[src/rtl/uart_boot_loader_pkg.sv]
// uart_boot_loader_pkg: boot loader state codes, frame constants and length check
package uart_boot_loader_pkg;
  localparam logic [2:0] S_IDLE = 3'd0;
  localparam logic [2:0] S_LEN0 = 3'd1;
  localparam logic [2:0] S_LEN1 = 3'd2;
  localparam logic [2:0] S_DATA = 3'd3;
  localparam logic [2:0] S_CSUM = 3'd4;
  localparam logic [2:0] S_DONE = 3'd5;
  localparam logic [2:0] S_ERR  = 3'd6;
  localparam logic [7:0] MAGIC_DEF = 8'hA5;
  localparam int LEN_W = 16;
  localparam int WORD_W = 32;
  function automatic logic len_ok(input logic [LEN_W-1:0] n, input int aw);
    return {16'd0, n} <= (32'd1 << aw);
  endfunction
endpackage

[src/rtl/uart_boot_loader_word_assembler.sv]
// boot_word_assembler: packs payload bytes LSB-first into words and keeps the running XOR
module boot_word_assembler
  import uart_boot_loader_pkg::*;
(
  input  logic              clk,
  input  logic              rst,
  input  logic              clr,
  input  logic              en,
  input  logic [7:0]        data_i,
  output logic              ready_o,
  output logic [WORD_W-1:0] word_o,
  output logic [7:0]        csum_o
);
  logic [1:0]  lane_q, lane_d;
  logic [23:0] sh_q, sh_d;
  logic [7:0]  x_q, x_d;
  always_comb begin
    lane_d  = clr ? 2'd0 : en ? lane_q + 2'd1 : lane_q;
    sh_d    = clr ? 24'd0 : en ? {data_i, sh_q[23:8]} : sh_q;
    x_d     = clr ? 8'd0 : en ? x_q ^ data_i : x_q;
    ready_o = en && lane_q == 2'd3;
    word_o  = {data_i, sh_q};
    csum_o  = x_q;
  end
  always_ff @(posedge clk) begin
    if (rst) begin
      lane_q <= '0;
      sh_q   <= '0;
      x_q    <= '0;
    end else begin
      lane_q <= lane_d;
      sh_q   <= sh_d;
      x_q    <= x_d;
    end
  end
endmodule

[src/rtl/uart_boot_loader.sv]
// uart_boot_loader: loads a checksummed UART image into isram and holds the core in reset until done
module uart_boot_loader
  import uart_boot_loader_pkg::*;
#(
  parameter int         ADDR_W      = 12,
  parameter int         TIMEOUT_CYC = 200000,
  parameter logic [7:0] MAGIC       = MAGIC_DEF
) (
  input  logic              clk,
  input  logic              rst,
  input  logic              boot_sel_i,
  input  logic              rx_valid_i,
  input  logic [7:0]        rx_data_i,
  input  logic              rx_err_i,
  output logic              mem_we_o,
  output logic [ADDR_W-1:0] mem_addr_o,
  output logic [31:0]       mem_wdata_o,
  output logic              core_rst_o,
  output logic              done_o,
  output logic              err_o
);
  localparam int TW = $clog2(TIMEOUT_CYC + 1);
  logic [2:0]        state_q, state_d;
  logic              first_q, first_d;
  logic [LEN_W-1:0]  len_q, len_d, cnt_q, cnt_d, n_rx;
  logic [TW-1:0]     tmo_q, tmo_d;
  logic              mem_we_q, mem_we_d;
  logic [ADDR_W-1:0] mem_addr_q, mem_addr_d;
  logic [31:0]       mem_wdata_q, mem_wdata_d;
  logic              core_rst_q, core_rst_d, done_q, done_d, err_q, err_d;
  logic              active, rx_ok, clr, en, timeout, ready;
  logic [31:0]       word;
  logic [7:0]        csum;
  boot_word_assembler u_asm (
    .clk     (clk),
    .rst     (rst),
    .clr     (clr),
    .en      (en),
    .data_i  (rx_data_i),
    .ready_o (ready),
    .word_o  (word),
    .csum_o  (csum)
  );
  always_comb begin
    active      = state_q inside {S_LEN0, S_LEN1, S_DATA, S_CSUM};
    rx_ok       = rx_valid_i && !rx_err_i;
    clr         = state_q == S_IDLE && rx_valid_i && rx_data_i == MAGIC;
    en          = state_q == S_DATA && rx_ok;
    timeout     = active && !rx_valid_i && tmo_q == TW'(TIMEOUT_CYC - 1);
    n_rx        = {rx_data_i, len_q[7:0]};
    state_d     = state_q;
    first_d     = 1'b0;
    len_d       = len_q;
    cnt_d       = cnt_q;
    mem_we_d    = 1'b0;
    mem_addr_d  = mem_addr_q;
    mem_wdata_d = mem_wdata_q;
    case (state_q)
      S_IDLE: begin
        if (first_q && !boot_sel_i) state_d = S_DONE;
        else if (clr) begin
          state_d = S_LEN0;
          cnt_d   = '0;
        end
      end
      S_LEN0: if (rx_ok) begin
        len_d[7:0] = rx_data_i;
        state_d    = S_LEN1;
      end
      S_LEN1: if (rx_ok) begin
        len_d   = n_rx;
        state_d = n_rx == '0 ? S_CSUM : !len_ok(n_rx, ADDR_W) ? S_ERR : S_DATA;
      end
      S_DATA: if (ready) begin
        mem_we_d    = 1'b1;
        mem_addr_d  = cnt_q[ADDR_W-1:0];
        mem_wdata_d = word;
        cnt_d       = cnt_q + 1'b1;
        state_d     = cnt_q == len_q - 1'b1 ? S_CSUM : S_DATA;
      end
      S_CSUM: if (rx_ok) state_d = rx_data_i == csum ? S_DONE : S_ERR;
      S_DONE: state_d = S_DONE;
      S_ERR:  state_d = S_IDLE;
      default: state_d = S_IDLE;
    endcase
    // Line errors and stalls abort any in-progress frame
    if (active && ((rx_valid_i && rx_err_i) || timeout)) state_d = S_ERR;
    tmo_d      = (!active || rx_valid_i || state_d != state_q) ? '0 : tmo_q + TW'(1);
    done_d     = state_d == S_DONE;
    core_rst_d = state_q != S_DONE;
    err_d      = state_d == S_ERR || (err_q && !clr);
  end
  always_ff @(posedge clk) begin
    if (rst) begin
      state_q     <= S_IDLE;
      first_q     <= 1'b1;
      len_q       <= '0;
      cnt_q       <= '0;
      tmo_q       <= '0;
      mem_we_q    <= 1'b0;
      mem_addr_q  <= '0;
      mem_wdata_q <= '0;
      core_rst_q  <= 1'b1;
      done_q      <= 1'b0;
      err_q       <= 1'b0;
    end else begin
      state_q     <= state_d;
      first_q     <= first_d;
      len_q       <= len_d;
      cnt_q       <= cnt_d;
      tmo_q       <= tmo_d;
      mem_we_q    <= mem_we_d;
      mem_addr_q  <= mem_addr_d;
      mem_wdata_q <= mem_wdata_d;
      core_rst_q  <= core_rst_d;
      done_q      <= done_d;
      err_q       <= err_d;
    end
  end
  assign mem_we_o    = mem_we_q;
  assign mem_addr_o  = mem_addr_q;
  assign mem_wdata_o = mem_wdata_q;
  assign core_rst_o  = core_rst_q;
  assign done_o      = done_q;
  assign err_o       = err_q;
endmodule

[config.mk]
export PLATFORM = sky130hd
export DESIGN_NAME = uart_boot_loader
export DESIGN_NICKNAME = d
export VERILOG_FILES = /design/src/rtl/uart_boot_loader_pkg.sv /design/src/rtl/uart_boot_loader_word_assembler.sv /design/src/rtl/uart_boot_loader.sv
export SDC_FILE = /design/constraint.sdc
export NUM_CORES = 1
export LEC_CHECK = 0
export ABC_AREA = 1
export CAP_MARGIN = 20
export CELL_PAD_IN_SITES_DETAIL_PLACEMENT = 0
export CELL_PAD_IN_SITES_GLOBAL_PLACEMENT = 1
export CORE_MARGIN = 1
export CORE_UTILIZATION = 44
export CTS_CLUSTER_DIAMETER = 200
export CTS_CLUSTER_SIZE = 12
export DETAILED_ROUTE_END_ITERATION = 7
export PLACE_DENSITY = 0.8
export SLEW_MARGIN = 25
export SYNTH_ARGS = -nofsm -noshare
export SYNTH_HDL_FRONTEND = slang
export SYNTH_SLANG_ARGS = --single-unit
[constraint.sdc]
create_clock -name clk -period 3.01 [get_ports clk]
set_input_delay 0.602 -clock clk [delete_from_list [all_inputs] [get_ports clk]]
set_output_delay 0.602 -clock clk [all_outputs]
set_load 0.02 [all_outputs]
==> summary.md, run 1 <==
- post-synthesis cell type count: 29
- TritonCTS clock tree: yes
- Die Footprint: 0.01429 mm^2
- chip width: 119.5 um
- cell taking the most area after synthesis: sky130_fd_sc_hd__dfxtp_1
- count of buffers added by post-CTS timing repair for setup: 0
- Crit. End Element: flip-flop
- via count of the first global-routing pass: 5,290
- number of gates resized after cts: 0
- Pins Over Slew Limit: 0
- number of antenna violations at the first check in global routing: 0
- synthesized area per cell: 7.134 um^2
- via count: 5,607
- required time reported for the critical path endpoint: 3.31 ns
- Min Hold Slack: 0.4667 ns
- Area growth syn-to-layout: 23.53%
- buffer levels on the longest clock path: 2
- Max Clk Rate: 369.3 MHz
- utilization after layout: 56.25%
- count of final setup violators: 0
- Avg WL per Cell: 14.55 um
- TritonCTS buffer count: 17
- Arrival @ worst endpoint: 3.00 ns
- number of I/O port buffers: 60
- final cell count without fillers: 1,109
- max_cap viols: 0
- num rows: 42
- Final Hold Fails: 0
- Lkg Pwr: 3.118 nW
- I/O pin count: 61
- number of synthesized register bits: 136
- buffers and inverters on the worst path: 3
- cell family with the largest share of critical-path delay: simple AND/OR/NAND/NOR gates
- register area share after synthesis: 44.79%
- max-slew headroom at the worst pin: 70.78%
- FF-to-FF End: tmo_q[0]
- placeable core area: 0.01335 mm^2
- Max Fanout on Critical Path: 18
- die boundary height: 119.5 um
- Synth Net Count: 869
- final critical-path share of the clock period: 89.96%
- number of flops mapped to enable cells by yosys: 0
- total of hold buffers inserted after clock tree synthesis: 0
- Avg Vias per Cell: 5.056
- DRC violation count after routing: 0
- slew at the pin closest to its max-slew limit: 0.4349 ns
- HPWL Detailed: 11.92 mm
- worst-path cell with the longest stage delay: sky130_fd_sc_hd__nor2_2
- worst hold start: u_asm.sh_q[7]
- maximum resistive drop on vdd: 0.0003796 V
- maximum number of pins on one net before global-route repair: 38
- top-area cell type share of the netlist area: 44.79%
- fill cell total of the finished layout: 1,288
- Worst path max stage delay: 0.36 ns
- Post-Synthesis Cell Area: 0.006078 mm^2
- clk sinks: 136
- global route total overflow: 0
- outcome: complete, no violations
- Post-Place Cells: 1,077
- top_reg_cell synth: sky130_fd_sc_hd__dfxtp_1
- Clock Skew: 0.01350 ns
- startpoint-to-endpoint class of the critical path: flip-flop to flip-flop
- post-layout min period: 2.708 ns
- r2r setup slk: 0.30 ns
- Setup Slack @ Placement: 0.05457 ns
- number of H-tree levels: 4
- later-pin clock latency in the skew report: 0.42 ns
- ANT nets after route: 0
- worst min-delay path endpoint: u_asm.sh_q[7]
- power density over the cells: 672.4 mW/mm^2
- effective utilization at floorplan: 45.54%
- crit path launch type: flip-flop
- Starting DRT DRC Count: 308
- fraction of layout cells with a size suffix above 1: 8.360%
- wire length of the first global-routing pass: 26.66 mm
- gpl congestion: 0.8616
- total track usage: 23.83%
- Hold Path Cell Cnt: 2
- total routed wirelength: 16.13 mm
- fraction of registers with async set/reset: 0%
- Reg clk slew, reported paths: 0.06 ns
- worst hold path class: flip-flop to flip-flop
- RSZ-0062 raised after global routing: false
- final worst slack: 0.3022 ns
- Synth Warn #: 0
- setup_tns: 0 ns
- CTS Root Cell: sky130_fd_sc_hd__clkbuf_16
- Crit Reg-Reg Startpoint: len_q[0]
- number of antenna repair diodes: 0
- count of nets after finishing: 937
- worst-case reg-to-reg path depth: 18
- ranking of synthesized cells by area: sky130_fd_sc_hd__dfxtp_1 (45%), sky130_fd_sc_hd__nand2_1 (13%), sky130_fd_sc_hd__a21oi_1 (5.8%)
- cell seen most often among critical-path stages: sky130_fd_sc_hd__nand2_1
- number of standard cells after synthesis: 852
- 1st-pass router iterations: 6
- crit-path cells: inv_1, ha_1, nand2_1, nor2_2, nand3_1, nand2_1, nand2_1, inv_1, nand2_1, nor2_1, nand2_1, nand2_1, nand2_1, nand2_1, nand2_1, nand3_2, buf_4, nor3_1
-- how the worst max path moves through the flow --
stage | startpoint | end | slack (ns) | cells past startpoint
2_1_floorplan | rx_valid_i | tmo_q[13] | 0.89 | 16
3_3_place_gp | rx_data_i[7] | tmo_q[4] | 0.16 | 13
3_5_place_dp | rx_data_i[7] | tmo_q[0] | 0.05 | 13
4_1_cts | len_q[0] | tmo_q[0] | 0.31 | 18
5_1_grt | len_q[0] | tmo_q[0] | 0.02 | 18
6_report | len_q[0] | tmo_q[0] | 0.30 | 18
-- registers in the layout, indices dropped and copies added (netlist names) --
register and flops:
u_asm.sh_q 24, u_asm.csum_o 8, u_asm.lane_q 2, done_o 1, core_rst_o 1, tmo_q 18
first_q 1, err_o 1, mem_wdata_o 32, mem_we_o 1, len_q 16, mem_addr_o 12
state_q 3, cnt_q 16
-- cells in the final DEF (no fill, tap or decap), types with 24 or more instances in the layout --
cell type / netlist / layout
sky130_fd_sc_hd__nor3_1: 26 / 26
sky130_fd_sc_hd__inv_1: 82 / 82
sky130_fd_sc_hd__clkdlybuf4s50_1: 0 / 60
sky130_fd_sc_hd__a21oi_1: 70 / 70
sky130_fd_sc_hd__o21ai_0: 56 / 56
sky130_fd_sc_hd__nor2_1: 85 / 85
sky130_fd_sc_hd__nand3_1: 60 / 60
sky130_fd_sc_hd__dfxtp_1: 136 / 136
sky130_fd_sc_hd__nand2_1: 218 / 218
sky130_fd_sc_hd__xor2_1: 24 / 24
-- synthesized netlist by cell type (all sizes together), types with 2 or more instances --
cell and count:
nor4 6, nor3 37, o21ai 58, nand2 220
xor2 24, o21bai 2, buf 5, nor2 90
xnor2 13, inv 86, ha 4, or2 3
nand4 6, a21oi 70, clkbuf 26, dfxtp 136
nand3 62
-- final cells by class --
| cell class | instances | area (um^2) | share of cell area [%] |
|---|---|---|---|
| repair buffers | 80 | 750.7 | 9.998 |
| clock inverters | 14 | 161.4 | 2.150 |
| inverters | 86 | 322.8 | 4.299 |
| well taps | 176 | 220.2 | 2.933 |
| multi-input cells | 599 | 2902 | 38.64 |
| flip-flops and latches | 136 | 2723 | 36.26 |
| clock buffers | 18 | 429.2 | 5.716 |
-- report_power, final --
| group | switching [W] | internal (W) |
|---|---|---|
| clock | 0.000835 | 0.00124 |
| combinational | 0.000724 | 0.000328 |
| sequential | 0.0000627 | 0.00186 |
-- worst reg2reg max path: stages, from the launching register on --
cell	delay, ns
sky130_fd_sc_hd__dfxtp_1	0.31
sky130_fd_sc_hd__inv_1	0.12
sky130_fd_sc_hd__ha_1	0.21
sky130_fd_sc_hd__nand2_1	0.15
sky130_fd_sc_hd__nor2_2	0.36
sky130_fd_sc_hd__nand3_1	0.11
sky130_fd_sc_hd__nand2_1	0.08
sky130_fd_sc_hd__nand2_1	0.05
sky130_fd_sc_hd__inv_1	0.04
sky130_fd_sc_hd__nand2_1	0.05
sky130_fd_sc_hd__nor2_1	0.21
sky130_fd_sc_hd__nand2_1	0.13
sky130_fd_sc_hd__nand2_1	0.10
sky130_fd_sc_hd__nand2_1	0.07
sky130_fd_sc_hd__nand2_1	0.13
sky130_fd_sc_hd__nand2_1	0.08
sky130_fd_sc_hd__nand3_2	0.06
sky130_fd_sc_hd__buf_4	0.26
sky130_fd_sc_hd__nor3_1	0.08
-- per-stage QoR --
stage                     area, um^2  total power (W)
after floorplan                 6078         0.002717
after global placement          6918         0.002995
after detailed placement        6918         0.003003
after CTS                       7508         0.005090
after global routing            7508         0.005331
final                           7508         0.005049
-- layer usage --
layer | vias up | global-route usage [%] | wire length (um)
met5 | - | 0 | 0
met4 | 0 | 7.266 | 214
met3 | 16 | 4.563 | 722
met2 | 124 | 39.09 | 7564
met1 | 2578 | 31.63 | 7632
li1 | 2889 | - | -
-- logic make-up (layout without fill, tap and decap cells) --
| kind of cell | after synthesis | count (layout) | share of synthesized area (%) |
|---|---|---|---|
| AO/OA/AOI/OAI | 132 | 132 | 11.10 |
| XOR/XNOR | 37 | 37 | 5.331 |
| adder cells (fa/ha/maj) | 4 | 4 | 0.8234 |
| buffers and inverters | 117 | 198 | 7.472 |
| flip-flops | 136 | 136 | 44.79 |
| AND/OR/NAND/NOR | 426 | 426 | 30.49 |
No activity file was read; power rests on OpenSTA's default activity.
==> run 2: changes to the inputs <==
- CORE_UTILIZATION: 44 -> 46
- DONT_BUFFER_PORTS: not set -> 1
- PLACE_DENSITY: 0.8 -> 0.75
==> summary.md, run 2 (synthesis gave the netlist of run 1 again) <==
- most common library cell in the layout ignoring fill and taps: sky130_fd_sc_hd__nand2_1
- maximum number of pins on one net before global-route repair: 39, +2.6%
- startpoint-to-endpoint class of the critical path: flip-flop to flip-flop
- outcome: complete, no violations
- later-pin clock latency in the skew report: 0.42 ns, about the same
- number of antenna repair diodes: 0, unchanged
- crit path launch type: flip-flop
- power density over the cells: 714.5 mW/mm^2, +6.2%
- TritonCTS clock tree: yes
- num rows: 41, -2.4%
- Reg clk slew, reported paths: 0.06 ns, about the same
- effective utilization at floorplan: 47.59%, +2.0 points
- Max Clk Rate: 386.9 MHz, +4.8%
- Net Switching: 0.001573 W, -3.0%
- Avg Vias per Cell: 5.185, +2.6%
- post-layout min period: 2.585 ns, -0.1230 ns
- maximum resistive drop on vdd: 0.0004300 V, +13%
- setup_tns: 0 ns, unchanged
- total routed wirelength: 15.38 mm, -4.7%
- post-place instance area: 0.006265 mm^2, -9.4%
- I/O pin count: 61, unchanged
- Clock Skew: 0.007371 ns, -0.006129 ns
- portion of total power attributed to combinational logic: 19.6%, -1.2 points
- number of antenna violations at the first check in global routing: 0, unchanged
- via count of the first global-routing pass: 4,912, -7.1%
- HPWL Detailed: 11.13 mm, -6.6%
- Max Fanout on Critical Path: 18, unchanged
- count of final setup violators: 0, unchanged
- number of H-tree levels: 4, unchanged
- Die Footprint: 0.01368 mm^2, -4.3%
- ANT nets after route: 0, unchanged
- Final Hold Fails: 0, unchanged
- Area growth syn-to-layout: 12.60%
- global route total overflow: 0, unchanged
- proportion of power drawn by flip-flops and latches: 39.4%, +1.3 points
- Starting DRT DRC Count: 326, +5.8%
- flip-flop count of the largest register, all copies and words added: 32, unchanged
- max_cap viols: 0, unchanged
- slew at the pin closest to its max-slew limit: 0.5220 ns, +0.08713 ns
- chip width: 117.0 um, -2.2%
- max-slew headroom at the worst pin: 65.16%, -5.6 points
- count of buffers added by post-CTS timing repair for setup: 0, unchanged
- wire length of the first global-routing pass: 24.50 mm, -8.1%
- Crit. End Element: flip-flop
- gpl congestion: 0.8547, -0.80%
- required time reported for the critical path endpoint: 3.34 ns, +0.03 ns
- Non-Filler Cell Area, Final: 0.006844 mm^2, -8.8%
- Avg WL per Cell: 14.83 um, +1.9%
- RSZ-0062 raised after global routing: false
- placeable core area: 0.01277 mm^2, -4.3%
- number of I/O port buffers: 0, -100%
- DRC violation count after routing: 0, unchanged
- final critical-path share of the clock period: 85.87%, -4.1 points
- Arrival @ worst endpoint: 2.92 ns, -0.08 ns
- TritonCTS buffer count: 17, unchanged
- internal power: 0.003317 W, -3.2%
- number of gates resized after cts: 0, unchanged
- CTS Root Cell: sky130_fd_sc_hd__clkbuf_16
- die boundary height: 117.0 um, -2.2%
- commonest cells after routing, fill and taps aside: sky130_fd_sc_hd__nand2_1 (218), sky130_fd_sc_hd__dfxtp_1 (136), sky130_fd_sc_hd__nor2_1 (85), sky130_fd_sc_hd__inv_1 (81), sky130_fd_sc_hd__a21oi_1 (70)
- switch share: 32.17%, +0.050 points
- Pins Over Slew Limit: 0, unchanged
- total of hold buffers inserted after clock tree synthesis: 0, unchanged
- buffer levels on the longest clock path: 2, unchanged
- worst hold path class: input port to flip-flop
- fraction of layout cells with a size suffix above 1: 8.324%, -0.036 points
- Clk pwr share: 41.0%, about the same
- count of nets after finishing: 869, -7.3%
- 1st-pass router iterations: 4, -2
- total track usage: 23.77%, -0.062 points
- via count: 5,377, -4.1%
- clk sinks: 136, unchanged
- Lkg Pwr: 2.870 nW, -7.9%
run 2: cell count changes in the layout (fill, tap and decap cells not counted), sizes merged:
cell	before	now
clkdlybuf4s50	60	0
buf	20	12
clkinv	4	8
inv	92	90
bufinv	2	1
clkinvlp	2	1
run 2: per-stage QoR:
step | total power (W) | hold slack, ns | util (%) | setup WS (ns) | cells
final | 0.004890 | 0.2008 | 53.58 | 0.4252 | 1037
after global routing | 0.005158 | 0.1859 | 53.58 | 0.06267 | 1037
after CTS | 0.004928 | 0.1859 | 53.58 | 0.3871 | 1037
after detailed placement | 0.002912 | 0.4529 | 49.05 | 0.3679 | 1005
after global placement | 0.002901 | 0.4431 | 49.05 | 0.3828 | 1005
after floorplan | 0.002717 | 0.4319 | - | 0.8856 | 852
run 2: area by class of cell:
type	instances	area (um^2)
clock inverters	14	140.1
fillers	1303	5929
repair buffers	12	102.6
multi-input cells	599	2902
inverters	86	322.8
clock buffers	18	439.2
well taps	172	215.2
flip-flops and latches	136	2723
run 2: critical path, cell delays in order, from the launching register on:
cell	delay (ns)
sky130_fd_sc_hd__dfxtp_1	0.33
sky130_fd_sc_hd__inv_1	0.09
sky130_fd_sc_hd__ha_1	0.34
sky130_fd_sc_hd__inv_1	0.06
sky130_fd_sc_hd__nand2_1	0.04
sky130_fd_sc_hd__nand2_1	0.06
sky130_fd_sc_hd__nand2_1	0.05
sky130_fd_sc_hd__nor2_1	0.09
sky130_fd_sc_hd__nand2_1	0.05
sky130_fd_sc_hd__nor2_1	0.15
sky130_fd_sc_hd__nand3_1	0.12
sky130_fd_sc_hd__nor2_1	0.11
sky130_fd_sc_hd__nand2_1	0.08
sky130_fd_sc_hd__nand2_1	0.07
sky130_fd_sc_hd__nand2_1	0.07
sky130_fd_sc_hd__nand2_1	0.09
sky130_fd_sc_hd__nand3_2	0.37
sky130_fd_sc_hd__nor3_1	0.31
run 2: power groups by stage:
stage / clock, W / combinational, W / sequential [W]
floorplan: 0 / 0.000768 / 0.00195
global placement: 0 / 0.000936 / 0.00196
detailed placement: 0 / 0.000948 / 0.00196
CTS: 0.00205 / 0.000956 / 0.00192
global route: 0.00212 / 0.00110 / 0.00193
finish: 0.00201 / 0.000958 / 0.00193
run 2: layer usage:
metal,wire length [um],vias up,GRT usage (%)
met5,0,-,0
met4,257,0,8.861
met3,772,17,5.304
met2,7050,140,37.99
met1,7297,2476,31.40
li1,-,2744,-
run 2: worst paths after layout:
| path | startpoint | to | slack (ns) | cells after the start |
|---|---|---|---|---|
| min | rst | first_q | 0.20 | 0 |
| min reg2reg | tmo_q[0] | tmo_q[0] | 0.46 | 1 |
| max reg2reg | len_q[0] | tmo_q[17] | 0.43 | 17 |
| max | len_q[0] | tmo_q[17] | 0.43 | 17 |
